**src/rtl/spi_frame_capture.sv**
```systemverilog
// Passive SPI frame sniffer. It oversamples the SPI pins on clk, captures one frame per
// chip-select assertion and presents it on a valid/ready port.
module spi_frame_capture #(
    parameter int NUM_CS   = 8,
    parameter int MAX_BITS = 128,
    parameter int CNT_W    = $clog2(MAX_BITS + 1)
) (
    input  logic                clk,
    input  logic                rst_n,
    input  logic                sclk,
    input  logic [NUM_CS-1:0]   cs_n,
    input  logic                mosi,
    input  logic                miso,
    input  logic                cpol,
    input  logic                cpha,
    output logic                frm_valid,
    input  logic                frm_ready,
    output logic [MAX_BITS-1:0] frm_mosi,
    output logic [MAX_BITS-1:0] frm_miso,
    output logic [CNT_W-1:0]    frm_bits,
    output logic [NUM_CS-1:0]   frm_cs,
    output logic                frm_ovf,
    output logic                frm_err,
    output logic [7:0]          drop_cnt
);

    localparam logic [1:0] S_IDLE   = 2'd0;
    localparam logic [1:0] S_ACTIVE = 2'd1;
    localparam logic [1:0] S_DONE   = 2'd2;

    logic              r_sclk_s1, r_sclk_s2, r_sclk_d;
    logic [NUM_CS-1:0] r_cs_s1, r_cs_s2;
    logic              r_mosi_s1, r_mosi_s2, r_miso_s1, r_miso_s2;

    logic [1:0]          r_state;
    logic                r_cpol, r_cpha;
    logic [NUM_CS-1:0]   r_cs;
    logic [MAX_BITS-1:0] r_sh_mosi, r_sh_miso;
    logic [CNT_W-1:0]    r_cnt;
    logic                r_ovf, r_err;

    // NOTE: sequential state uses non-blocking assignments only, so every flop samples
    // the pre-edge value of its neighbours and the synchronizer chains stay real chains.
    always_ff @(posedge clk or negedge rst_n) begin
        if (!rst_n) begin
            r_sclk_s1 <= 1'b0;
            r_sclk_s2 <= 1'b0;
            r_sclk_d  <= 1'b0;
            r_cs_s1   <= '1;
            r_cs_s2   <= '1;
            r_mosi_s1 <= 1'b0;
            r_mosi_s2 <= 1'b0;
            r_miso_s1 <= 1'b0;
            r_miso_s2 <= 1'b0;
        end else begin
            r_sclk_s1 <= sclk;
            r_sclk_s2 <= r_sclk_s1;
            r_sclk_d  <= r_sclk_s2;
            r_cs_s1   <= cs_n;
            r_cs_s2   <= r_cs_s1;
            r_mosi_s1 <= mosi;
            r_mosi_s2 <= r_mosi_s1;
            r_miso_s1 <= miso;
            r_miso_s2 <= r_miso_s1;
        end
    end

    logic              w_rise, w_fall, w_lead, w_trail, w_sample;
    logic [NUM_CS-1:0] w_cs_act;
    logic              w_cs_idle;

    assign w_rise    = r_sclk_s2 & ~r_sclk_d;
    assign w_fall    = ~r_sclk_s2 & r_sclk_d;
    assign w_lead    = r_cpol ? w_fall : w_rise;
    assign w_trail   = r_cpol ? w_rise : w_fall;
    assign w_sample  = r_cpha ? w_trail : w_lead;
    assign w_cs_act  = ~r_cs_s2;
    assign w_cs_idle = (w_cs_act == '0);

    always_ff @(posedge clk or negedge rst_n) begin
        if (!rst_n) begin
            r_state   <= S_IDLE;
            r_cpol    <= 1'b0;
            r_cpha    <= 1'b0;
            r_cs      <= '0;
            r_sh_mosi <= '0;
            r_sh_miso <= '0;
            r_cnt     <= '0;
            r_ovf     <= 1'b0;
            r_err     <= 1'b0;
        end else begin
            case (r_state)
                S_IDLE: begin
                    if (!w_cs_idle) begin
                        r_state   <= S_ACTIVE;
                        r_cpol    <= cpol;
                        r_cpha    <= cpha;
                        r_cs      <= w_cs_act;
                        r_sh_mosi <= '0;
                        r_sh_miso <= '0;
                        r_cnt     <= '0;
                        r_ovf     <= 1'b0;
                        r_err     <= ($countones(w_cs_act) > 1) || (r_sclk_s2 != cpol);
                    end
                end
                S_ACTIVE: begin
                    // A closing sample edge in the release cycle is still captured.
                    if (w_sample) begin
                        r_sh_mosi <= {r_sh_mosi[MAX_BITS-2:0], r_mosi_s2};
                        r_sh_miso <= {r_sh_miso[MAX_BITS-2:0], r_miso_s2};
                        if (r_cnt == CNT_W'(MAX_BITS)) r_ovf <= 1'b1;
                        else                           r_cnt <= r_cnt + 1'b1;
                    end
                    if (w_cs_idle)                r_state <= S_DONE;
                    else if (w_cs_act != r_cs)    r_err   <= 1'b1;
                end
                default: r_state <= S_IDLE;
            endcase
        end
    end

    logic w_done, w_busy, w_push, w_drop;

    assign w_done = (r_state == S_DONE) && (r_cnt != '0);
    assign w_busy = frm_valid && !frm_ready;
    assign w_push = w_done && !w_busy;
    assign w_drop = w_done && w_busy;

    always_ff @(posedge clk or negedge rst_n) begin
        if (!rst_n) begin
            frm_valid <= 1'b0;
            frm_mosi  <= '0;
            frm_miso  <= '0;
            frm_bits  <= '0;
            frm_cs    <= '0;
            frm_ovf   <= 1'b0;
            frm_err   <= 1'b0;
            drop_cnt  <= '0;
        end else begin
            if (w_push) begin
                frm_valid <= 1'b1;
                frm_mosi  <= r_sh_mosi;
                frm_miso  <= r_sh_miso;
                frm_bits  <= r_cnt;
                frm_cs    <= r_cs;
                frm_ovf   <= r_ovf;
                frm_err   <= r_err;
            end else if (frm_valid && frm_ready) begin
                frm_valid <= 1'b0;
            end
            if (w_drop && drop_cnt != 8'hFF) drop_cnt <= drop_cnt + 1'b1;
        end
    end

endmodule

```
**config.mk**
```make
export PLATFORM = sky130hd
export DESIGN_NAME = spi_frame_capture
export DESIGN_NICKNAME = d
export VERILOG_FILES = /design/src/rtl/spi_frame_capture.sv
export SDC_FILE = /design/constraint.sdc
export NUM_CORES = 1
export LEC_CHECK = 0
export ABC_CLOCK_PERIOD_IN_PS = 3630
export BUFFER_PORTS_ARGS = -buffer_cell sky130_fd_sc_hd__buf_2
export CAP_MARGIN = 10
export CELL_PAD_IN_SITES_DETAIL_PLACEMENT = 0
export CELL_PAD_IN_SITES_GLOBAL_PLACEMENT = 1
export CORE_AREA = 4 4 288 290
export DETAILED_ROUTE_END_ITERATION = 8
export DIE_AREA = 0 0 292 294
export PLACE_DENSITY = 0.63
export RECOVER_POWER = 100
export SLEW_MARGIN = 0
export SYNTH_ARGS = -nofsm -noshare
export SYNTH_HDL_FRONTEND = slang
export SYNTH_SLANG_ARGS = --single-unit
export TNS_END_PERCENT = 1
```
**constraint.sdc**
```tcl
create_clock -name clk -period 3.63 [get_ports clk]
set_input_delay 0.363 -clock clk [delete_from_list [all_inputs] [get_ports clk]]
set_output_delay 0.363 -clock clk [all_outputs]
set_load 0.02 [all_outputs]
```
==> results of run 1 <==
## flip-flops by register name, summed over array words and instances, names as in the netlist, 2 cells and up
signal / count
frm_cs: 8
r_cs_s2: 8
frm_mosi: 128
r_cnt: 8
frm_miso: 128
drop_cnt: 8
r_cs: 8
r_sh_miso: 128
r_cs_s1: 8
r_sh_mosi: 128
frm_bits: 8
r_state: 2
## worst max-delay path, cell delays in order, from the launching register on
cell	delay, ns
sky130_fd_sc_hd__dfstp_2	0.56
sky130_fd_sc_hd__inv_1	0.07
sky130_fd_sc_hd__fa_1	0.55
sky130_fd_sc_hd__fa_1	0.43
sky130_fd_sc_hd__fa_1	0.50
sky130_fd_sc_hd__ha_1	0.17
sky130_fd_sc_hd__inv_1	0.05
sky130_fd_sc_hd__fa_1	0.38
sky130_fd_sc_hd__a211oi_1	0.21
sky130_fd_sc_hd__mux2_1	0.17
sky130_fd_sc_hd__nand4_1	0.09
sky130_fd_sc_hd__o211a_1	0.11
## through the flow
stage / hold slack (ns) / cells / worst slack [ns] / utilization / total power, W
floorplan: 0.0674 / 2142 / 0.377 / - / 0.00756
global route: 0.0307 / 3482 / 0.0441 / 0.350 / 0.0157
global placement: 0.339 / 3349 / 0.159 / 0.329 / 0.00803
detailed placement: 0.341 / 3349 / 0.214 / 0.329 / 0.00806
finish: 0.0598 / 3482 / 0.206 / 0.350 / 0.0150
CTS: 0.00507 / 3482 / 0.198 / 0.359 / 0.0153
## placed cells by master (no fill, tap or decap), types with 10 or more instances in the layout
master,netlist,final
sky130_fd_sc_hd__inv_1,194,194
sky130_fd_sc_hd__dlygate4sd3_1,0,13
sky130_fd_sc_hd__buf_12,9,13
sky130_fd_sc_hd__clkbuf_2,0,10
sky130_fd_sc_hd__nand3_1,87,87
sky130_fd_sc_hd__o21ai_0,546,547
sky130_fd_sc_hd__clkbuf_16,0,68
sky130_fd_sc_hd__clkbuf_8,0,15
sky130_fd_sc_hd__mux2_2,20,17
sky130_fd_sc_hd__clkbuf_1,128,302
sky130_fd_sc_hd__dfrtp_1,568,568
sky130_fd_sc_hd__dfstp_2,16,15
sky130_fd_sc_hd__buf_4,1,17
sky130_fd_sc_hd__o211ai_1,256,256
sky130_fd_sc_hd__nand2_1,101,100
sky130_fd_sc_hd__mux2_1,0,78
## cell type report
| type | instances | area (um2) |
|---|---|---|
| clock inverters | 25 | 378 |
| repair buffers | 356 | 1740 |
| inverters | 194 | 728 |
| well taps | 1060 | 1330 |
| flip-flops and latches | 584 | 14600 |
| multi-input cells | 1168 | 7320 |
| clock buffers | 95 | 1950 |
| fillers | 8195 | 52200 |
## power by group
part | internal, W | switching, W | total, W | leakage, nW
Clock | 0.00435 | 0.00276 | 0.00711 | 1.15
Sequential | 0.00674 | 0.000161 | 0.00690 | 7.08
Combinational | 0.000280 | 0.000749 | 0.00103 | 3.48
Total | 0.0114 | 0.00367 | 0.0150 | 11.7
## worst min path at each step
stage / cells past startpoint / to / slack (ns)
after floorplan: 0 / drop_cnt[0] / 0.07
after global placement: 0 / r_mosi_s2 / 0.34
after detailed placement: 0 / r_miso_s2 / 0.34
after CTS: 2 / r_cpol / 0.005
after global routing: 2 / r_cpol / 0.03
final: 2 / r_cpol / 0.06
## metal layers
metal  GRT usage  wire length [um]
met1       0.204             29400
met2       0.239             30600
met3      0.0328              3720
met4      0.0403              1570
met5           0                 0
## cell families after synthesis
logic type,share of synthesized area
XOR/XNOR,0.00587
buffers and inverters,0.0701
multiplexers,0.0627
AO/OA/AOI/OAI,0.198
flip-flops,0.613
adder cells (fa/ha/maj),0.00702
AND/OR/NAND/NOR,0.0431
## repair_timing
item / CTS / global route
endpoints found under the hold margin: 80 / 0
hold buffers: 13 / 0
setup buffers: 0 / 0
==> impl_metrics.xml, run 1 <==
<?xml version="1.0" encoding="UTF-8"?>
<metrics>
  <group name="timing">
    <metric name="worstMarginPinSlew" unit="ns">2.52</metric>
    <metric name="skew" unit="ns">0.0203</metric>
    <metric name="rsz_0062_raised_after_global_routing" unit="">no</metric>
    <metric name="final_number_of_max_transition_violations" unit="">161</metric>
    <metric name="max_freq" unit="GHz">0.292</metric>
    <metric name="finalHoldViolations" unit="">0</metric>
    <metric name="timing.final.setup_violations" unit="">0</metric>
    <metric name="maxSlewHeadroom" unit="">-0.682</metric>
    <metric name="finalWorstPathRequiredPeriod" unit="ns">3.42</metric>
    <metric name="period_share" unit="">0.943</metric>
    <metric name="fin_tns_setup" unit="ns">0</metric>
  </group>
  <group name="drt">
    <metric name="dr_wl_cell" unit="um">18.7</metric>
    <metric name="detailedRoute.firstPassIterationCount" unit="">5</metric>
    <metric name="first_iter_violations" unit="">1158</metric>
    <metric name="antenna_violating_nets_post_route" unit="">0</metric>
    <metric name="routed_via_density" unit="">4.99</metric>
    <metric name="routed_wl" unit="um">65300</metric>
    <metric name="remaining_drc_errors" unit="">0</metric>
    <metric name="num_vias" unit="">17400</metric>
  </group>
  <group name="worst_setup_path">
    <metric name="setup.worst_path.start_class" unit="">register</metric>
    <metric name="critical_path_required" unit="ns">4.10</metric>
    <metric name="worst_path_max_fanout" unit="">4</metric>
    <metric name="critical_path.reg2reg.startpoint" unit="">r_cs_s2[0]</metric>
    <metric name="critical_path.reg2reg.endpoint" unit="">r_err</metric>
    <metric name="reg2regPathDepth" unit="">11</metric>
    <metric name="worstSetupStartpoint" unit="">r_cs_s2[0]</metric>
    <metric name="critical_path_class" unit="">register to register</metric>
    <metric name="timing.critical_path.arrival" unit="ns">3.89</metric>
    <metric name="worst-r2r-setup-slack" unit="ns">0.21</metric>
    <metric name="critPathCapture" unit="">r_err</metric>
    <metric name="critPathCaptureType" unit="">register</metric>
  </group>
  <group name="placed_design">
    <metric name="gp_congestion" unit="">0.777</metric>
    <metric name="io_buffers" unit="">298</metric>
    <metric name="detailed_place_hpwl" unit="um">39300</metric>
    <metric name="dpl_cell_area" unit="um2">26400</metric>
  </group>
  <group name="yosys">
    <metric name="synthTopCellsByArea" unit="">sky130_fd_sc_hd__dfrtp_1 (60%), sky130_fd_sc_hd__o21ai_0 (11%), sky130_fd_sc_hd__o211ai_1 (8.1%)</metric>
    <metric name="yosysWarnings" unit="">0</metric>
    <metric name="ys_seq_area_frac" unit="">0.613</metric>
    <metric name="synth_fp_nets" unit="">2169</metric>
    <metric name="count_of_state_elements_after_synthesis" unit="">584</metric>
    <metric name="netlist_instances" unit="">2142</metric>
    <metric name="synthesis.area_per_instance" unit="um2">11.1</metric>
    <metric name="async_reset_ff_frac" unit="">1.00</metric>
    <metric name="netlist.top_cell.by_area" unit="">sky130_fd_sc_hd__dfrtp_1</metric>
    <metric name="synth_most_common_cell" unit="">sky130_fd_sc_hd__dfrtp_1</metric>
    <metric name="dominantRegCellSynth" unit="">sky130_fd_sc_hd__dfrtp_1</metric>
    <metric name="mappedNetlistArea" unit="um2">23900</metric>
    <metric name="most_used_standard_cells_in_the_synthesized_netlist" unit="">sky130_fd_sc_hd__dfrtp_1 (568), sky130_fd_sc_hd__o21ai_0 (546), sky130_fd_sc_hd__o211ai_1 (256), sky130_fd_sc_hd__inv_1 (194), sky130_fd_sc_hd__clkbuf_1 (128)</metric>
    <metric name="synth_cell_types" unit="">37</metric>
    <metric name="synth_enable_flop_cells" unit="">0</metric>
    <metric name="yosysTopAreaCellShare" unit="">0.596</metric>
  </group>
  <group name="final_layout">
    <metric name="nNetsFinal" unit="">2398</metric>
    <metric name="area_growth_syn_to_layout" unit="%">17.7</metric>
    <metric name="antenna_cells" unit="">0</metric>
    <metric name="design_area" unit="um2">28100</metric>
    <metric name="drive_gt1_frac" unit="">0.0838</metric>
  </group>
  <group name="floorplan">
    <metric name="start_util" unit="">0.297</metric>
    <metric name="die-width" unit="um">292</metric>
    <metric name="floorplan.die.height" unit="um">294</metric>
    <metric name="core" unit="um2">80300</metric>
    <metric name="die_area" unit="um2">85800</metric>
    <metric name="num_rows" unit="">104</metric>
    <metric name="io_pins" unit="">299</metric>
  </group>
  <group name="clocking">
    <metric name="clock_tree.htree_level_count" unit="">3</metric>
    <metric name="root_buffer" unit="">sky130_fd_sc_hd__clkbuf_16</metric>
    <metric name="clock_transition_at_the_registers_of_the_reported_paths" unit="ns">0.06</metric>
    <metric name="cts-resized-gates" unit="">0</metric>
    <metric name="clk-insertion-delay-late" unit="ns">0.59</metric>
    <metric name="tritoncts" unit="">yes</metric>
    <metric name="cts-buffers-inserted" unit="">67</metric>
    <metric name="clock-sinks" unit="">584</metric>
    <metric name="clk_path_buf_depth" unit="">3</metric>
  </group>
  <group name="grt">
    <metric name="grt_max_degree" unit="">118</metric>
    <metric name="grt_pass1_vias" unit="">18000</metric>
    <metric name="grt.overflow.total" unit="">0</metric>
    <metric name="global_route_wire_length_before_repair" unit="um">105000</metric>
    <metric name="grt_antenna_before_repair" unit="">0</metric>
    <metric name="total_track_usage" unit="">0.149</metric>
  </group>
  <group name="status">
    <metric name="outcome" unit="">finished, violations left</metric>
    <metric name="failing_checks" unit="">capacitance limit, slew limit</metric>
  </group>
  <group name="hold_path">
    <metric name="hp-class" unit="">primary input to register</metric>
    <metric name="worst_hold_startpoint" unit="">cpol</metric>
  </group>
  <group name="power_and_ir_drop">
    <metric name="total_leakage_power" unit="nW">11.7</metric>
    <metric name="power_density" unit="nW/um2">535</metric>
    <metric name="ir_drop" unit="V">0.000276</metric>
  </group>
  <group name="flow_run">
    <metric name="max_cap_violations" unit="">3</metric>
  </group>
</metrics>
(Power assumes the default switching activity.)
==> run 2, diff against run 1 <==
Settings changed: HOLD_SLACK_MARGIN set to 0.06, PLACE_DENSITY 0.63 to unset, PLACE_DENSITY_LB_ADDON set to 0.1.
==> run 2 against run 1 <==
Against the previous run:
- the flow still finishes with violations (capacitance limit, slew limit)
- global-route usage grew 1.2 points
- first-iteration DRC count shrank 18%
- die area is the same
- total power grew 0.18%
- cell count shrank 0.11%
- clock skew grew 0.0011 ns
- largest cell class unchanged
- largest power group unchanged
==> impl_metrics.xml, run 2 (synthesized netlist as in run 1, its figures left out) <==
<?xml version="1.0" encoding="UTF-8"?>
<metrics>
  <group name="worst_setup_path">
    <metric name="timing.critical_path.arrival" unit="ns">3.93</metric>
    <metric name="reg2regPathDepth" unit="">11</metric>
    <metric name="critical_path.reg2reg.startpoint" unit="">r_cs_s2[0]</metric>
    <metric name="setup.worst_path.start_class" unit="">register</metric>
    <metric name="critical_path_class" unit="">register to register</metric>
    <metric name="critPathCaptureType" unit="">register</metric>
    <metric name="critPathCapture" unit="">r_err</metric>
    <metric name="worstSetupStartpoint" unit="">r_cs_s2[0]</metric>
    <metric name="worst-r2r-setup-slack" unit="ns">0.18</metric>
    <metric name="worst_path_max_fanout" unit="">4</metric>
    <metric name="critical_path.reg2reg.endpoint" unit="">r_err</metric>
    <metric name="critical_path_required" unit="ns">4.11</metric>
  </group>
  <group name="final_layout">
    <metric name="final_cell_mix" unit="">sky130_fd_sc_hd__dfrtp_1 (568), sky130_fd_sc_hd__o21ai_0 (547), sky130_fd_sc_hd__clkbuf_1 (313)</metric>
    <metric name="nNetsFinal" unit="">2392</metric>
    <metric name="area_growth_syn_to_layout" unit="%">17.1</metric>
    <metric name="layout.filler_cells" unit="">8203</metric>
    <metric name="fin_util" unit="">0.348</metric>
    <metric name="most_frequent_standard_cell_in_the_layout_excluding_fill_and_tap_cells" unit="">sky130_fd_sc_hd__dfrtp_1</metric>
    <metric name="drive_gt1_frac" unit="">0.0770</metric>
  </group>
  <group name="floorplan">
    <metric name="die_area" unit="um2">85800</metric>
    <metric name="die-width" unit="um">292</metric>
    <metric name="num_rows" unit="">104</metric>
    <metric name="floorplan.die.height" unit="um">294</metric>
    <metric name="start_util" unit="">0.297</metric>
    <metric name="io_pins" unit="">299</metric>
    <metric name="core" unit="um2">80300</metric>
  </group>
  <group name="timing">
    <metric name="finalWorstPathRequiredPeriod" unit="ns">3.45</metric>
    <metric name="period_share" unit="">0.950</metric>
    <metric name="rsz_0062_raised_after_global_routing" unit="">no</metric>
    <metric name="maxSlewHeadroom" unit="">-0.165</metric>
    <metric name="final_number_of_max_transition_violations" unit="">295</metric>
    <metric name="worstMarginPinSlew" unit="ns">1.75</metric>
    <metric name="fin_ws" unit="ns">0.180</metric>
    <metric name="skew" unit="ns">0.0214</metric>
    <metric name="worst_hold_slack" unit="ns">0.287</metric>
    <metric name="max_freq" unit="GHz">0.290</metric>
    <metric name="fin_tns_setup" unit="ns">0</metric>
    <metric name="finalHoldViolations" unit="">0</metric>
    <metric name="timing.final.setup_violations" unit="">0</metric>
  </group>
  <group name="drt">
    <metric name="detailedRoute.firstPassIterationCount" unit="">7</metric>
    <metric name="routed_via_density" unit="">4.98</metric>
    <metric name="antenna_violating_nets_post_route" unit="">0</metric>
    <metric name="routed_wl" unit="um">69300</metric>
    <metric name="dr_wl_cell" unit="um">19.9</metric>
    <metric name="num_vias" unit="">17300</metric>
    <metric name="remaining_drc_errors" unit="">0</metric>
    <metric name="first_iter_violations" unit="">948</metric>
  </group>
  <group name="power_and_ir_drop">
    <metric name="power_frac_comb" unit="">0.067</metric>
    <metric name="total_leakage_power" unit="nW">11.6</metric>
    <metric name="pwr-share-clk" unit="">0.475</metric>
    <metric name="power.switching_fraction" unit="">0.250</metric>
    <metric name="p_sw" unit="W">0.00376</metric>
    <metric name="internal_power" unit="W">0.0113</metric>
    <metric name="power_density" unit="nW/um2">539</metric>
    <metric name="p_seq_frac" unit="">0.458</metric>
    <metric name="ir_drop" unit="V">0.000299</metric>
  </group>
  <group name="hold_path">
    <metric name="hp-class" unit="">primary input to register</metric>
    <metric name="worst_hold_startpoint" unit="">frm_ready</metric>
  </group>
  <group name="grt">
    <metric name="grt.overflow.total" unit="">0</metric>
    <metric name="grt_pass1_vias" unit="">18200</metric>
    <metric name="total_track_usage" unit="">0.161</metric>
    <metric name="grt_max_degree" unit="">189</metric>
    <metric name="grt_antenna_before_repair" unit="">2</metric>
    <metric name="global_route_wire_length_before_repair" unit="um">111000</metric>
  </group>
  <group name="clocking">
    <metric name="root_buffer" unit="">sky130_fd_sc_hd__clkbuf_16</metric>
    <metric name="clock_transition_at_the_registers_of_the_reported_paths" unit="ns">0.06</metric>
    <metric name="clk-insertion-delay-late" unit="ns">0.61</metric>
    <metric name="clock_tree.htree_level_count" unit="">3</metric>
    <metric name="clk_path_buf_depth" unit="">3</metric>
    <metric name="cts_setup_buffers" unit="">0</metric>
    <metric name="cts-resized-gates" unit="">0</metric>
    <metric name="cts-buffers-inserted" unit="">71</metric>
    <metric name="clock-sinks" unit="">584</metric>
    <metric name="tritoncts" unit="">yes</metric>
  </group>
  <group name="status">
    <metric name="failing_checks" unit="">capacitance limit, slew limit</metric>
    <metric name="outcome" unit="">finished, violations left</metric>
  </group>
  <group name="placed_design">
    <metric name="dp_worst_setup_slack" unit="ns">0.176</metric>
    <metric name="io_buffers" unit="">298</metric>
    <metric name="detailed_place_hpwl" unit="um">39600</metric>
    <metric name="gp_congestion" unit="">0.726</metric>
  </group>
  <group name="flow_run">
    <metric name="max_cap_violations" unit="">3</metric>
  </group>
</metrics>
## run 2: worst min-delay path by stage
stage / endpoint / slack (ns) / cells after the start
3_5_place_dp: r_miso_s2 / 0.34 / 0
6_report: frm_valid / 0.29 / 3
2_1_floorplan: drop_cnt[0] / 0.07 / 0
5_1_grt: frm_valid / 0.30 / 3
4_1_cts: frm_mosi[73] / 0.28 / 2
3_3_place_gp: r_sclk_s2 / 0.34 / 0
## run 2: worst max-delay path: stages (launching register included)
cell	delay (ns)
sky130_fd_sc_hd__dfstp_2	0.56
sky130_fd_sc_hd__inv_1	0.07
sky130_fd_sc_hd__fa_1	0.55
sky130_fd_sc_hd__fa_1	0.44
sky130_fd_sc_hd__fa_1	0.51
sky130_fd_sc_hd__ha_1	0.17
sky130_fd_sc_hd__inv_1	0.06
sky130_fd_sc_hd__fa_1	0.37
sky130_fd_sc_hd__a211oi_1	0.21
sky130_fd_sc_hd__mux2_2	0.18
sky130_fd_sc_hd__nand4_1	0.09
sky130_fd_sc_hd__o211a_1	0.13
## run 2: area by class of cell
| class | count | area (um2) | area share |
|---|---|---|---|
| antenna | 1 | 2.50 | 0.0000895 |
| clock buffer | 109 | 2140 | 0.0767 |
| clock inverter | 16 | 215 | 0.00770 |
| inverter | 194 | 728 | 0.0261 |
| multi-input combinational | 1168 | 7310 | 0.261 |
| sequential | 584 | 14600 | 0.524 |
| tap | 1060 | 1330 | 0.0474 |
| timing repair buffer | 346 | 1590 | 0.0570 |
## run 2: per-stage QoR
stage / instances / power, W / instance area [um2]
after floorplan: 2142 / 0.00756 / 23900
after global placement: 3338 / 0.00805 / 26300
after detailed placement: 3338 / 0.00806 / 26300
after CTS: 3477 / 0.0154 / 28800
after global routing: 3477 / 0.0158 / 28000
final: 3478 / 0.0151 / 28000
## run 2: repair_timing
action	4_1_cts	5_1_grt
endpoints found under the setup margin	0	0
hold buffers	14	0
endpoints found under the hold margin	51	0
## run 2: routing by layer
layer / part of all wire / global-route usage / wire length [um]
met1: 0.45 / 0.218 / 31200
met2: 0.48 / 0.260 / 33000
met3: 0.045 / 0.0314 / 3140
met4: 0.027 / 0.0493 / 1880
met5: 0.00019 / 0 / 13
## run 2: power by group through the flow
stage | Clock (W) | Sequential, W | Combinational (W)
final | 0.00715 | 0.00690 | 0.00101
after global routing | 0.00771 | 0.00693 | 0.00117
after CTS | 0.00744 | 0.00690 | 0.00107
after detailed placement | 0 | 0.00702 | 0.00105
after global placement | 0 | 0.00701 | 0.00104
after floorplan | 0 | 0.00697 | 0.000594
==> run 3, diff against run 2 <==
Settings changed: ABC_AREA set to 1, CORE_AREA 4 4 288 290 to 4 4 285 287, DIE_AREA 0 0 292 294 to 0 0 289 291.
==> run 3 against run 2 <==
Against the previous run:
- the run still ends with capacitance limit, slew limit left
- worst setup slack improved by 0.16 ns
- sequential cell count unchanged
- routed wire length decreased by 17%
- count of clock-buffer cells in the layout down 4
- combinational power up 17%
- global-route usage shrank 2.4 points
- die area shrank 2.0%
- non-clock buffer count fell by 2
- highest routed layer is now met4
==> impl_metrics.xml, run 3 <==
<?xml version="1.0" encoding="UTF-8"?>
<metrics>
  <group name="clocking">
    <metric name="clk-insertion-delay-late" unit="ns">0.60</metric>
    <metric name="cts_setup_buffers" unit="">0</metric>
    <metric name="clock_tree.htree_level_count" unit="">3</metric>
    <metric name="clock_transition_at_the_registers_of_the_reported_paths" unit="ns">0.06</metric>
    <metric name="root_buffer" unit="">sky130_fd_sc_hd__clkbuf_16</metric>
    <metric name="cts.hold.buffers_added" unit="">14</metric>
    <metric name="cts-buffers-inserted" unit="">70</metric>
    <metric name="clk_path_buf_depth" unit="">3</metric>
    <metric name="cts-resized-gates" unit="">0</metric>
    <metric name="tritoncts" unit="">yes</metric>
    <metric name="clock-sinks" unit="">584</metric>
  </group>
  <group name="yosys">
    <metric name="count_of_state_elements_after_synthesis" unit="">584</metric>
    <metric name="synthesis.area_per_instance" unit="um2">11.6</metric>
    <metric name="most_used_standard_cells_in_the_synthesized_netlist" unit="">sky130_fd_sc_hd__dfrtp_1 (568), sky130_fd_sc_hd__nand2_1 (374), sky130_fd_sc_hd__inv_1 (299), sky130_fd_sc_hd__o22ai_2 (240), sky130_fd_sc_hd__o21ai_0 (204)</metric>
    <metric name="async_reset_ff_frac" unit="">1.00</metric>
    <metric name="yosysWarnings" unit="">0</metric>
    <metric name="synth_most_common_cell" unit="">sky130_fd_sc_hd__dfrtp_1</metric>
    <metric name="netlist_instances" unit="">2024</metric>
    <metric name="ys_seq_area_frac" unit="">0.626</metric>
    <metric name="yosysTopAreaCellShare" unit="">0.608</metric>
    <metric name="mappedNetlistArea" unit="um2">23400</metric>
    <metric name="synth_cell_types" unit="">31</metric>
    <metric name="netlist.top_cell.by_area" unit="">sky130_fd_sc_hd__dfrtp_1</metric>
    <metric name="synthTopCellsByArea" unit="">sky130_fd_sc_hd__dfrtp_1 (61%), sky130_fd_sc_hd__o22ai_2 (13%), sky130_fd_sc_hd__nand2_1 (6.0%)</metric>
    <metric name="dominantRegCellSynth" unit="">sky130_fd_sc_hd__dfrtp_1</metric>
    <metric name="synth_enable_flop_cells" unit="">0</metric>
    <metric name="synth_fp_nets" unit="">2051</metric>
  </group>
  <group name="final_layout">
    <metric name="most_frequent_standard_cell_in_the_layout_excluding_fill_and_tap_cells" unit="">sky130_fd_sc_hd__dfrtp_1</metric>
    <metric name="nNetsFinal" unit="">2348</metric>
    <metric name="final_cell_mix" unit="">sky130_fd_sc_hd__dfrtp_1 (568), sky130_fd_sc_hd__nand2_1 (376), sky130_fd_sc_hd__clkbuf_1 (311)</metric>
    <metric name="fin_util" unit="">0.333</metric>
    <metric name="area_growth_syn_to_layout" unit="%">12.0</metric>
    <metric name="antenna_cells" unit="">0</metric>
    <metric name="design_area" unit="um2">26200</metric>
    <metric name="drive_gt1_frac" unit="">0.0823</metric>
  </group>
  <group name="worst_setup_path">
    <metric name="setup.worst_path.start_class" unit="">register</metric>
    <metric name="critical_path.cell_chain" unit="">inv_1 &gt; fa_1 &gt; fa_1 &gt; fa_1 &gt; ha_1 &gt; inv_1 &gt; fa_1 &gt; xnor2_1 &gt; nor2_1 &gt; nand4_1 &gt; nand3_1 &gt; nand2_1</metric>
    <metric name="critical_path_class" unit="">register to register</metric>
    <metric name="worst_path_max_fanout" unit="">4</metric>
    <metric name="crit_path_max_incr_delay" unit="ns">0.57</metric>
    <metric name="crit_buf_inv" unit="">2</metric>
    <metric name="timing.critical_path.arrival" unit="ns">3.76</metric>
    <metric name="critical_path_required" unit="ns">4.11</metric>
    <metric name="critPathCaptureType" unit="">register</metric>
    <metric name="crit_path_top_delay_cell" unit="">sky130_fd_sc_hd__dfstp_1</metric>
    <metric name="critical-path-top-delay-family" unit="">adder cells</metric>
    <metric name="crit_top_cell" unit="">sky130_fd_sc_hd__fa_1</metric>
    <metric name="worst-r2r-setup-slack" unit="ns">0.34</metric>
  </group>
  <group name="power_and_ir_drop">
    <metric name="power_density" unit="nW/um2">567</metric>
    <metric name="ir_drop" unit="V">0.000331</metric>
    <metric name="total_leakage_power" unit="nW">11.6</metric>
  </group>
  <group name="hold_path">
    <metric name="hp-class" unit="">primary input to register</metric>
  </group>
  <group name="flow_run">
    <metric name="max_cap_violations" unit="">1</metric>
  </group>
  <group name="grt">
    <metric name="total_track_usage" unit="">0.137</metric>
    <metric name="grt_pass1_vias" unit="">15400</metric>
    <metric name="grt_antenna_before_repair" unit="">0</metric>
    <metric name="grt_max_degree" unit="">112</metric>
    <metric name="global_route_wire_length_before_repair" unit="um">92400</metric>
    <metric name="grt.overflow.total" unit="">0</metric>
  </group>
  <group name="drt">
    <metric name="detailedRoute.firstPassIterationCount" unit="">6</metric>
    <metric name="routed_via_density" unit="">4.37</metric>
    <metric name="first_iter_violations" unit="">664</metric>
    <metric name="dr_wl_cell" unit="um">16.9</metric>
    <metric name="num_vias" unit="">14900</metric>
    <metric name="routed_wl" unit="um">57700</metric>
    <metric name="antenna_violating_nets_post_route" unit="">0</metric>
    <metric name="remaining_drc_errors" unit="">0</metric>
  </group>
  <group name="floorplan">
    <metric name="io_pins" unit="">299</metric>
    <metric name="start_util" unit="">0.297</metric>
    <metric name="num_rows" unit="">103</metric>
    <metric name="floorplan.die.height" unit="um">291</metric>
    <metric name="core" unit="um2">78600</metric>
    <metric name="die_area" unit="um2">84100</metric>
    <metric name="die-width" unit="um">289</metric>
  </group>
  <group name="status">
    <metric name="failing_checks" unit="">capacitance limit, slew limit</metric>
    <metric name="outcome" unit="">finished, violations left</metric>
  </group>
  <group name="timing">
    <metric name="rsz_0062_raised_after_global_routing" unit="">no</metric>
    <metric name="final_number_of_max_transition_violations" unit="">59</metric>
    <metric name="finalWorstPathRequiredPeriod" unit="ns">3.29</metric>
    <metric name="timing.final.setup_violations" unit="">0</metric>
    <metric name="finalHoldViolations" unit="">0</metric>
    <metric name="fin_tns_setup" unit="ns">0</metric>
    <metric name="max_freq" unit="GHz">0.304</metric>
    <metric name="skew" unit="ns">0.0216</metric>
    <metric name="period_share" unit="">0.906</metric>
    <metric name="worstMarginPinSlew" unit="ns">2.03</metric>
    <metric name="maxSlewHeadroom" unit="">-0.354</metric>
  </group>
  <group name="placed_design">
    <metric name="dpl_cell_area" unit="um2">25600</metric>
    <metric name="detailed_place_hpwl" unit="um">37000</metric>
    <metric name="gp_congestion" unit="">0.727</metric>
    <metric name="io_buffers" unit="">298</metric>
  </group>
</metrics>
## run 3: cell count changes in the layout (fill, tap and decap cells not counted), moves of 19 or more
cell,previous run,this run
sky130_fd_sc_hd__o21ai_0,547,278
sky130_fd_sc_hd__nand3_1,87,29
sky130_fd_sc_hd__nand2_1,99,376
sky130_fd_sc_hd__o211ai_1,256,0
sky130_fd_sc_hd__inv_1,194,299
sky130_fd_sc_hd__nor2_1,4,33
sky130_fd_sc_hd__mux2_1,79,0
sky130_fd_sc_hd__o22ai_2,0,30
sky130_fd_sc_hd__o22ai_1,0,224
sky130_fd_sc_hd__mux2_2,19,0
## run 3: final timing paths
kind / startpoint / end / depth (start not counted)
min in group asynchronous: rst_n / frm_mosi[38] / 2
hold reg to reg: r_miso_s1 / r_miso_s2 / 0
hold / removal: frm_ready / frm_valid / 4
setup / recovery: r_cs_s2[0] / r_err / 12
max in group asynchronous: rst_n / frm_miso[34] / 3
setup reg to reg: r_cs_s2[0] / r_err / 12
## run 3: metrics by stage
| stage | hold WS [ns] | total power, W | instances | worst slack, ns |
|---|---|---|---|---|
| 4_1_cts | 0.143 | 0.0155 | 3420 | 0.363 |
| 3_3_place_gp | 0.338 | 0.00841 | 3285 | 0.357 |
| 5_1_grt | 0.130 | 0.0156 | 3420 | 0.182 |
| 6_report | 0.126 | 0.0149 | 3420 | 0.343 |
| 3_5_place_dp | 0.340 | 0.00843 | 3285 | 0.364 |
| 2_1_floorplan | 0.0674 | 0.00803 | 2024 | 0.520 |
## run 3: per-layer routing
| metal | global-route usage | vias to the layer above | wire length (um) |
|---|---|---|---|
| li1 | - | 7220 | - |
| met1 | 0.189 | 7378 | 26800 |
| met2 | 0.218 | 259 | 27000 |
| met3 | 0.0278 | 80 | 2780 |
| met4 | 0.0413 | 0 | 1210 |
| met5 | 0 | - | 0 |
## run 3: cell type report
| class | instances | area, um2 |
|---|---|---|
| Fill cell | 8223 | 52400 |
| Sequential cell | 584 | 14600 |
| Multi-Input combinational cell | 1017 | 5290 |
| Clock buffer | 105 | 2070 |
| Timing Repair Buffer | 344 | 1560 |
| Tap cell | 1050 | 1310 |
| Inverter | 304 | 1140 |
| Clock inverter | 16 | 181 |
## run 3: logic make-up (layout without fill, tap and decap cells)
kind of cell / Yosys count / in the layout / share of synthesized area
DFF: 584 / 584 / 0.626
AOI/OAI and AO/OA: 546 / 546 / 0.195
and+or+nand+nor: 451 / 451 / 0.0777
buffers and inverters: 423 / 769 / 0.0911
adders and majority gates: 11 / 11 / 0.00717
xor gates and xnor gates: 9 / 9 / 0.00337
## run 3: tightest hold or removal path, cell delays in order
cell and delay, ns:
sky130_fd_sc_hd__buf_2 0.10, sky130_fd_sc_hd__nor2_1 0.04, sky130_fd_sc_hd__inv_1 0.09, sky130_fd_sc_hd__nand2_1 0.06
## run 3: power breakdown
part / total [W] / leakage, nW / switching (W) / internal [W]
registers: 0.00683 / 8.02 / 0.0000970 / 0.00673
clock network: 0.00685 / 1.11 / 0.00271 / 0.00414
logic: 0.00118 / 2.50 / 0.000865 / 0.000313
total: 0.0149 / 11.6 / 0.00367 / 0.0112
